### src/rtl/piso_pkg.sv
// Shared types and constants for the piso serializer slice (state encoding, default width).
// Latency: none, declarations only.
// Backpressure: n/a. The PARITY state is present only when PISO_PARITY_EN is defined.
package piso_pkg;

    localparam int PISO_DEFAULT_WIDTH = 4;

`ifdef PISO_PARITY_EN
    typedef enum logic [1:0] {
        IDLE   = 2'd0,
        SHIFT  = 2'd1,
        PARITY = 2'd2
    } piso_state_t;
`else
    typedef enum logic [1:0] {
        IDLE   = 2'd0,
        SHIFT  = 2'd1
    } piso_state_t;
`endif

    // Counter width ceil(log2(w)), never narrower than one bit.
    function automatic int piso_cnt_width(input int w);
        return (w > 2) ? $clog2(w) : 1;
    endfunction

endpackage

### src/rtl/piso_bit_counter.sv
// Data-bit index counter for one serializer frame, with terminal-count flag at WIDTH-1.
// Latency: count updates one cycle after clear/advance; tc is combinational from count.
// Backpressure: none; clear wins over advance, and the counter holds at WIDTH-1 until cleared.
module piso_bit_counter
    import piso_pkg::*;
#(
    parameter int WIDTH = PISO_DEFAULT_WIDTH
) (
    input  logic                             clk,
    input  logic                             rst,
    input  logic                             clear,
    input  logic                             advance,
    output logic [piso_cnt_width(WIDTH)-1:0] count,
    output logic                             tc
);

    localparam int CW = piso_cnt_width(WIDTH);

    // Index of the data bit currently on b; cleared at each load.
    always_ff @(posedge clk or posedge rst) begin
        if (rst) begin
            count <= '0;
        end else if (clear) begin
            count <= '0;
        end else if (advance) begin
            count <= count + 1'b1;
        end
    end

    // Terminal count: the last data bit of the frame is on b.
    assign tc = (count == CW'(WIDTH - 1));

endmodule

### src/rtl/piso_serializer.sv
// Parallel-in serial-out serializer; optional even-parity bit when PISO_PARITY_EN is defined.
// Latency: first bit on b one cycle after the load edge; one bit per clock, no stall.
// Backpressure: din_ready only in IDLE or the frame's final cycle, so back-to-back frames have no bubble.
module piso_serializer
    import piso_pkg::*;
#(
    parameter int WIDTH     = PISO_DEFAULT_WIDTH,
    parameter bit MSB_FIRST = 1'b1
) (
    input  logic             clk,
    input  logic             rst,
    input  logic [WIDTH-1:0] din,
    input  logic             din_valid,
    output logic             din_ready,
    output logic             b,
    output logic             b_valid,
    output logic             b_last
);

    localparam int CW = piso_cnt_width(WIDTH);

`ifdef PISO_PARITY_EN
    localparam bit PAR_ON = 1'b1;
    logic par;
`else
    localparam bit PAR_ON = 1'b0;
`endif

    piso_state_t      state;
    logic [WIDTH-1:0] shreg;
    logic [CW-1:0]    cnt;
    logic             cnt_tc;
    logic             load;
    logic             first_bit;
    logic             next_bit;
    logic [WIDTH-1:0] load_rest;
    logic [WIDTH-1:0] shift_rest;

    assign load = din_valid & din_ready;

    // Bit ordering: shreg keeps the bits still to be sent, next one at the output end.
    assign first_bit  = MSB_FIRST ? din[WIDTH-1]   : din[0];
    assign load_rest  = MSB_FIRST ? (din << 1)     : (din >> 1);
    assign next_bit   = MSB_FIRST ? shreg[WIDTH-1] : shreg[0];
    assign shift_rest = MSB_FIRST ? (shreg << 1)   : (shreg >> 1);

    piso_bit_counter #(
        .WIDTH (WIDTH)
    ) u_cnt (
        .clk     (clk),
        .rst     (rst),
        .clear   (load),
        .advance ((state == SHIFT) && !cnt_tc),
        .count   (cnt),
        .tc      (cnt_tc)
    );

    // Ready in IDLE and in the frame's final cycle only; never while reset is held.
    always_comb begin
        din_ready = 1'b0;
        if (!rst) begin
            case (state)
                IDLE:    din_ready = 1'b1;
                SHIFT:   din_ready = cnt_tc && !PAR_ON;
`ifdef PISO_PARITY_EN
                PARITY:  din_ready = 1'b1;
`endif
                default: din_ready = 1'b0;
            endcase
        end
    end

    // Frame FSM with registered serial outputs; a load always starts a new frame immediately.
    always_ff @(posedge clk or posedge rst) begin
        if (rst) begin
            state   <= IDLE;
            shreg   <= '0;
            b       <= 1'b0;
            b_valid <= 1'b0;
            b_last  <= 1'b0;
`ifdef PISO_PARITY_EN
            par     <= 1'b0;
`endif
        end else if (load) begin
            state   <= SHIFT;
            shreg   <= load_rest;
            b       <= first_bit;
            b_valid <= 1'b1;
            b_last  <= 1'b0;
`ifdef PISO_PARITY_EN
            par     <= ^din;
`endif
        end else begin
            case (state)
                SHIFT: begin
                    if (!cnt_tc) begin
                        b      <= next_bit;
                        shreg  <= shift_rest;
                        b_last <= !PAR_ON && (cnt == CW'(WIDTH - 2));
                    end else begin
`ifdef PISO_PARITY_EN
                        state  <= PARITY;
                        b      <= par;
                        b_last <= 1'b1;
`else
                        state   <= IDLE;
                        b       <= 1'b0;
                        b_valid <= 1'b0;
                        b_last  <= 1'b0;
`endif
                    end
                end
`ifdef PISO_PARITY_EN
                PARITY: begin
                    state   <= IDLE;
                    b       <= 1'b0;
                    b_valid <= 1'b0;
                    b_last  <= 1'b0;
                end
`endif
                default: begin
                    state   <= IDLE;
                    b       <= 1'b0;
                    b_valid <= 1'b0;
                    b_last  <= 1'b0;
                end
            endcase
        end
    end

endmodule

### config.mk
export PLATFORM = sky130hd
export DESIGN_NAME = piso_serializer
export DESIGN_NICKNAME = d
export VERILOG_FILES = /design/src/rtl/piso_pkg.sv /design/src/rtl/piso_bit_counter.sv /design/src/rtl/piso_serializer.sv
export SDC_FILE = /design/constraint.sdc
export NUM_CORES = 1
export LEC_CHECK = 0
export CAP_MARGIN = 40
export CORE_AREA = 3 3 40 42
export CTS_CLUSTER_DIAMETER = 200
export DETAILED_ROUTE_END_ITERATION = 8
export DIE_AREA = 0 0 43 45
export SYNTH_ARGS = -nofsm -noshare
export SYNTH_HDL_FRONTEND = slang
export SYNTH_SLANG_ARGS = --single-unit
export TNS_END_PERCENT = 10
### constraint.sdc
create_clock -name clk -period 2.3 [get_ports clk]
set_clock_uncertainty 0.15 [all_clocks]
set_input_delay 0.69 -clock clk [delete_from_list [all_inputs] [get_ports clk]]
set_output_delay 0.69 -clock clk [all_outputs]
set_load 0.02 [all_outputs]
## After elaboration in Yosys (flattened, before gate mapping)

Index checks and enable logic that the tools add are counted.

| operators by class | value |
|---|---|
| add/sub/neg operators | 1 |
| equality and inequality tests | 5 |
| multiplexer cells | 19 |
| bitwise logic cells | 1 |
| reductions and logical operators | 6 |

Operator list:

| kind | count |
|---|---|
| 4-bit 2-to-1 mux | 3 |
| 1-bit 2-to-1 mux | 10 |
| 2-bit 2-to-1 mux | 5 |
| 2-bit == test, second input constant | 2 |
| 2-bit nonzero test | 2 |
| 3-bit inequality test, second input constant | 1 |
| 2-bit by 1-bit adder with 2-bit output, second input constant | 1 |
| 2-bit by 1-bit == test with 1-bit output, second input constant | 1 |
| 2-bit zero test | 1 |
| 2-bit by 1-bit inequality test with 1-bit output, second input constant | 1 |
| 1-bit case mux with 2 select lines | 1 |
| 2-bit AND reduction | 1 |
| 1-bit AND | 1 |
| 1-bit logical AND | 1 |
| 1-bit zero test | 1 |

| word-level totals | value |
|---|---|
| bits in registers | 11 |
| input bits | 7 |
| output and inout port bits | 4 |
| word-level logic and storage cells | 38 |

## Logic depth before layout (Yosys ltp)

| depth | value |
|---|---|
| depth in word-level cells | 6 |
| depth in mapped cells | 5 |
| mapped depth without buffers | 4 |

## By module

A second synthesis with hierarchy kept.

| second synthesis, totals | value |
|---|---|
| cell total of the unflattened synthesis | 33 |
| area, all modules | 374.1 um^2 |

Modules (own cells, without submodules):

| module | instances | cells each | area each (um^2) | sequential area each (um^2) |
|---|---|---|---|---|
| piso_serializer | 1 | 25 | 281.5 | 150.1 |
| piso_bit_counter | 1 | 8 | 92.6 | 50.0 |

## Worst setup path after synthesis

Ideal clock, no wire load.

| path | value |
|---|---|
| path kind | reg-to-output |
| start point | register, netlist name b_valid |
| end point | output din_ready |
| arrival time | 1,038 ps |
| data required time | 1,460 ps |
| path slack | 422 ps |
| cell stages (with the launch flop) | 4 |
| buffers on the path | 1 |
| cells stage by stage | dfrtp_1 nor2b_2 buf_6 nor2_1 |

RTL lines:

| what | line | text |
|---|---|---|
| end, declared | piso_serializer.sv:14 | `output logic din_ready,` |

## Final worst setup path

| path | value |
|---|---|
| start point | input rst |
| end point | output din_ready |

| on the way | value |
|---|---|
| longest elaborated chain between the ends | 1 |

Ends and longest elaborated chain:

| what | line | text |
|---|---|---|
| start, declared | piso_serializer.sv:11 | `input logic rst,` |
| 1-bit 2-to-1 mux | piso_serializer.sv:61 | `if (!rst) begin` |

Every way passes these cells.

==> results.rst <==
.. list-table::
   :header-rows: 1

   * - Metric
     - Value
   * - Run status
     - completed
   * - #FFs+latches synth
     - 8
   * - Number of global-route vias before repair
     - approximately 310
   * - Cell accounting for the most synthesized area
     - dfrtp_1
   * - Overall fraction of global-route tracks in use
     - a little under a tenth
   * - Hold WS
     - 333.5 ps
   * - Worst-case setup margin in the final layout
     - just over 90 ps
   * - Path class of the lowest-slack min-delay path
     - flop to flop
   * - Static Leak
     - 0.2600 nW
   * - Startpoint Class
     - primary input
   * - PortBufs
     - 10
   * - Final-layout fill cell count
     - 139
   * - Post-synthesis cell area
     - about 390 µm²
   * - Post-Synthesis Net Count
     - 44
   * - End-of-flow core utilization
     - roughly 40%
   * - Post-route cell area
     - about 520 µm²
   * - Count of pins on the block boundary
     - 11
   * - Most used standard cell by instance count after synthesis
     - dfrtp_1
   * - Largest cells by area after synthesis
     - dfrtp_1, mux2i_1, ha_1
   * - Sequential share of the synthesized area
     - between 50% and 60%
   * - Via count
     - 286
   * - Storage element area
     - 200.2 µm²
   * - Inserted Clock Buffers
     - 3
   * - Required time at the worst-slack endpoint
     - between 1000 and 1500 ps
   * - Crit Path Category
     - primary input to output pin
   * - Power Density
     - 1162 nW/µm²
   * - Die width
     - roughly 43 µm
   * - Clock Tree Buf Depth
     - 2
   * - Number of cells on the worst hold path
     - 2
   * - Area of combinational cells with multiple inputs
     - approximately 160 µm²
   * - Leading cell types by count after synthesis
     - dfrtp_1, nand2_1, mux2i_1, nor2_1
   * - Register-to-Register Path Depth
     - 5
   * - Wire length of the first global-routing pass
     - 1228 µm
   * - Primary FF master, synth
     - dfrtp_1
   * - Count of placed standard cells including taps
     - about 60
   * - Fraction of registers with async set/reset
     - 100.0%
   * - Share of final-layout standard cells stronger than drive strength 1
     - between 10% and 20%
   * - Nature of the critical path endpoint
     - output pin
   * - Wire length per cell
     - approximately 11 µm
   * - Core Region
     - between 1000 and 1500 µm²
   * - Setup TNS
     - 0 ps
   * - Top achievable clock speed
     - approximately 0.45 GHz
   * - Worst slew slack as a fraction of its limit
     - between 80 and 90%
   * - Maximum number of pins on one net before global-route repair
     - 9
   * - Number of library cell types mapped by synthesis
     - 15
   * - Share of the clock period used by the worst path after layout
     - around 96%
   * - CTS H-Tree Depth
     - 1
   * - Total Routed Length
     - ~680 µm
   * - Vertical die dimension
     - ~45 µm
   * - Non-Filler Instances
     - between 60 and 70
   * - Post-synth top area share
     - roughly 52%
   * - Clock latency of the later-clocked register in the worst-skew pair
     - 250 ps
   * - Gate count after technology mapping
     - 35
   * - Final setup vio count
     - 0
   * - Measured slew at the worst slew-check pin
     - around 210 ps
   * - 1st-iter DRT viols
     - 2
   * - RSZ-0062 raised after global routing
     - no
   * - Final Hold Vio Count
     - 0
   * - Post-placement cell area
     - 504.2 µm²
   * - Global placement routability congestion
     - approximately 0.66
   * - Number of antenna cells inserted
     - 0
   * - Signed area change from the synthesized netlist to the final layout
     - 35.39%
   * - Total power consumption of the routed design
     - ~0.61 mW
   * - Number of sinks on the clock net
     - 8
   * - Number of vias per cell
     - approximately 4.5
   * - Arrival time of the worst setup path
     - ~1400 ps
   * - Count of antenna-violating nets left after detailed routing
     - 0
   * - Detailed-routing iteration count for the pre-antenna-repair pass
     - 2
   * - Clock tree from TritonCTS
     - done
   * - Number of setup buffers added after CTS
     - 0
   * - Critical Path Fanout Max
     - 2
   * - Total Die Area
     - 1935 µm²
   * - Number of synthesis warnings
     - 0
   * - Clock transition at the register clock pins on the worst setup and hold paths after CTS
     - 50 ps
   * - Gr ovfl total
     - 0
   * - Root buf cell
     - clkbuf_4
   * - Number of maximum-capacitance violations
     - 0
   * - Antenna violations before repair
     - 0
   * - Count of flip-flops with a built-in enable after synthesis
     - 0
   * - Worst supply voltage drop on vdd
     - ~0.0004 V
   * - Post-route minimum period
     - between 2000 and 2500 ps
   * - Initial cell density of the core
     - 29.99%
   * - Std cell rows
     - 13
   * - Average cell area after synthesis
     - between 10 and 15 µm²
   * - Final net count
     - 60
   * - Worst slack at placement
     - -351.6 ps
   * - Number of max-slew violations in the final report
     - 0
   * - DRC violation count after routing
     - 0
-- path summary, 6_finish.rpt --
| check | start | to | slack [ps] |
|---|---|---|---|
| max | rst | din_ready | 90 |
| min | shreg[2] | shreg[3] | 330 |
| max reg2reg | u_cnt.count[0] | b | 880 |
| min reg2reg | shreg[2] | shreg[3] | 330 |
| max in group asynchronous | rst | shreg[1] | 1130 |
| min in group asynchronous | rst | b_last | 740 |
-- metal layers --
layer,vias to the layer above,part of all wire [%],GRT usage [%]
li1,145,-,-
met1,130,41,8.621
met2,11,47,15.27
met3,0,12,7.570
met4,0,0,1.807
met5,-,0,0
-- critical path, stage by stage --
cell	delay [ps]
clkdlybuf4s50_1	420
nor2_1	100
buf_2	160
-- what timing repair did --
| item | in CTS | in global routing |
|---|---|---|
| resized for setup | 4 | 0 |
| setup endpoints to repair | 1 | 0 |
| hold buffers | 0 | 0 |
-- cells by family (layout without fill, tap and decap cells) --
group	count (synthesis)	count (layout)	synth area share, %
and+or+nand+nor	12	12	16.88
DFF	8	8	51.95
AOI/OAI and AO/OA	6	6	9.093
buffers and inverters	4	18	7.793
muxes	3	3	7.793
adders and majority gates	2	2	6.492
-- where the power goes --
part	total [mW]	switching, mW	internal (mW)
Sequential	0.234	0.0353	0.199
Clock	0.106	0.0467	0.0596
Combinational	0.266	0.140	0.126
Total	0.606	0.222	0.385
-- area by class of cell --
cell class	count	share of cell area [%]
clock buffers	3	4.317
inverters	2	1.439
flip-flops and latches	8	38.37
repair buffers	13	22.54
multi-input cells	23	29.74
well taps	15	3.597
-- registers in the layout (all words and copies together) (netlist names) --
| name | flops |
|---|---|
| b | 1 |
| shreg | 3 |
| b_valid | 1 |
| u_cnt.count | 2 |
| b_last | 1 |
-- cells in the final DEF, fill, tap and decap left out, types with 2 or more instances in the layout --
cell type / Yosys / layout
o21ai_0: 2 / 2
clkbuf_4: 0 / 3
nand3_1: 2 / 2
inv_1: 2 / 2
clkdlybuf4s50_1: 0 / 9
ha_1: 2 / 2
nand2_1: 4 / 4
o21ai_1: 2 / 2
buf_4: 0 / 3
dfrtp_1: 8 / 8
mux2i_1: 3 / 3
nor2_1: 3 / 3
(Power assumes the default switching activity.)
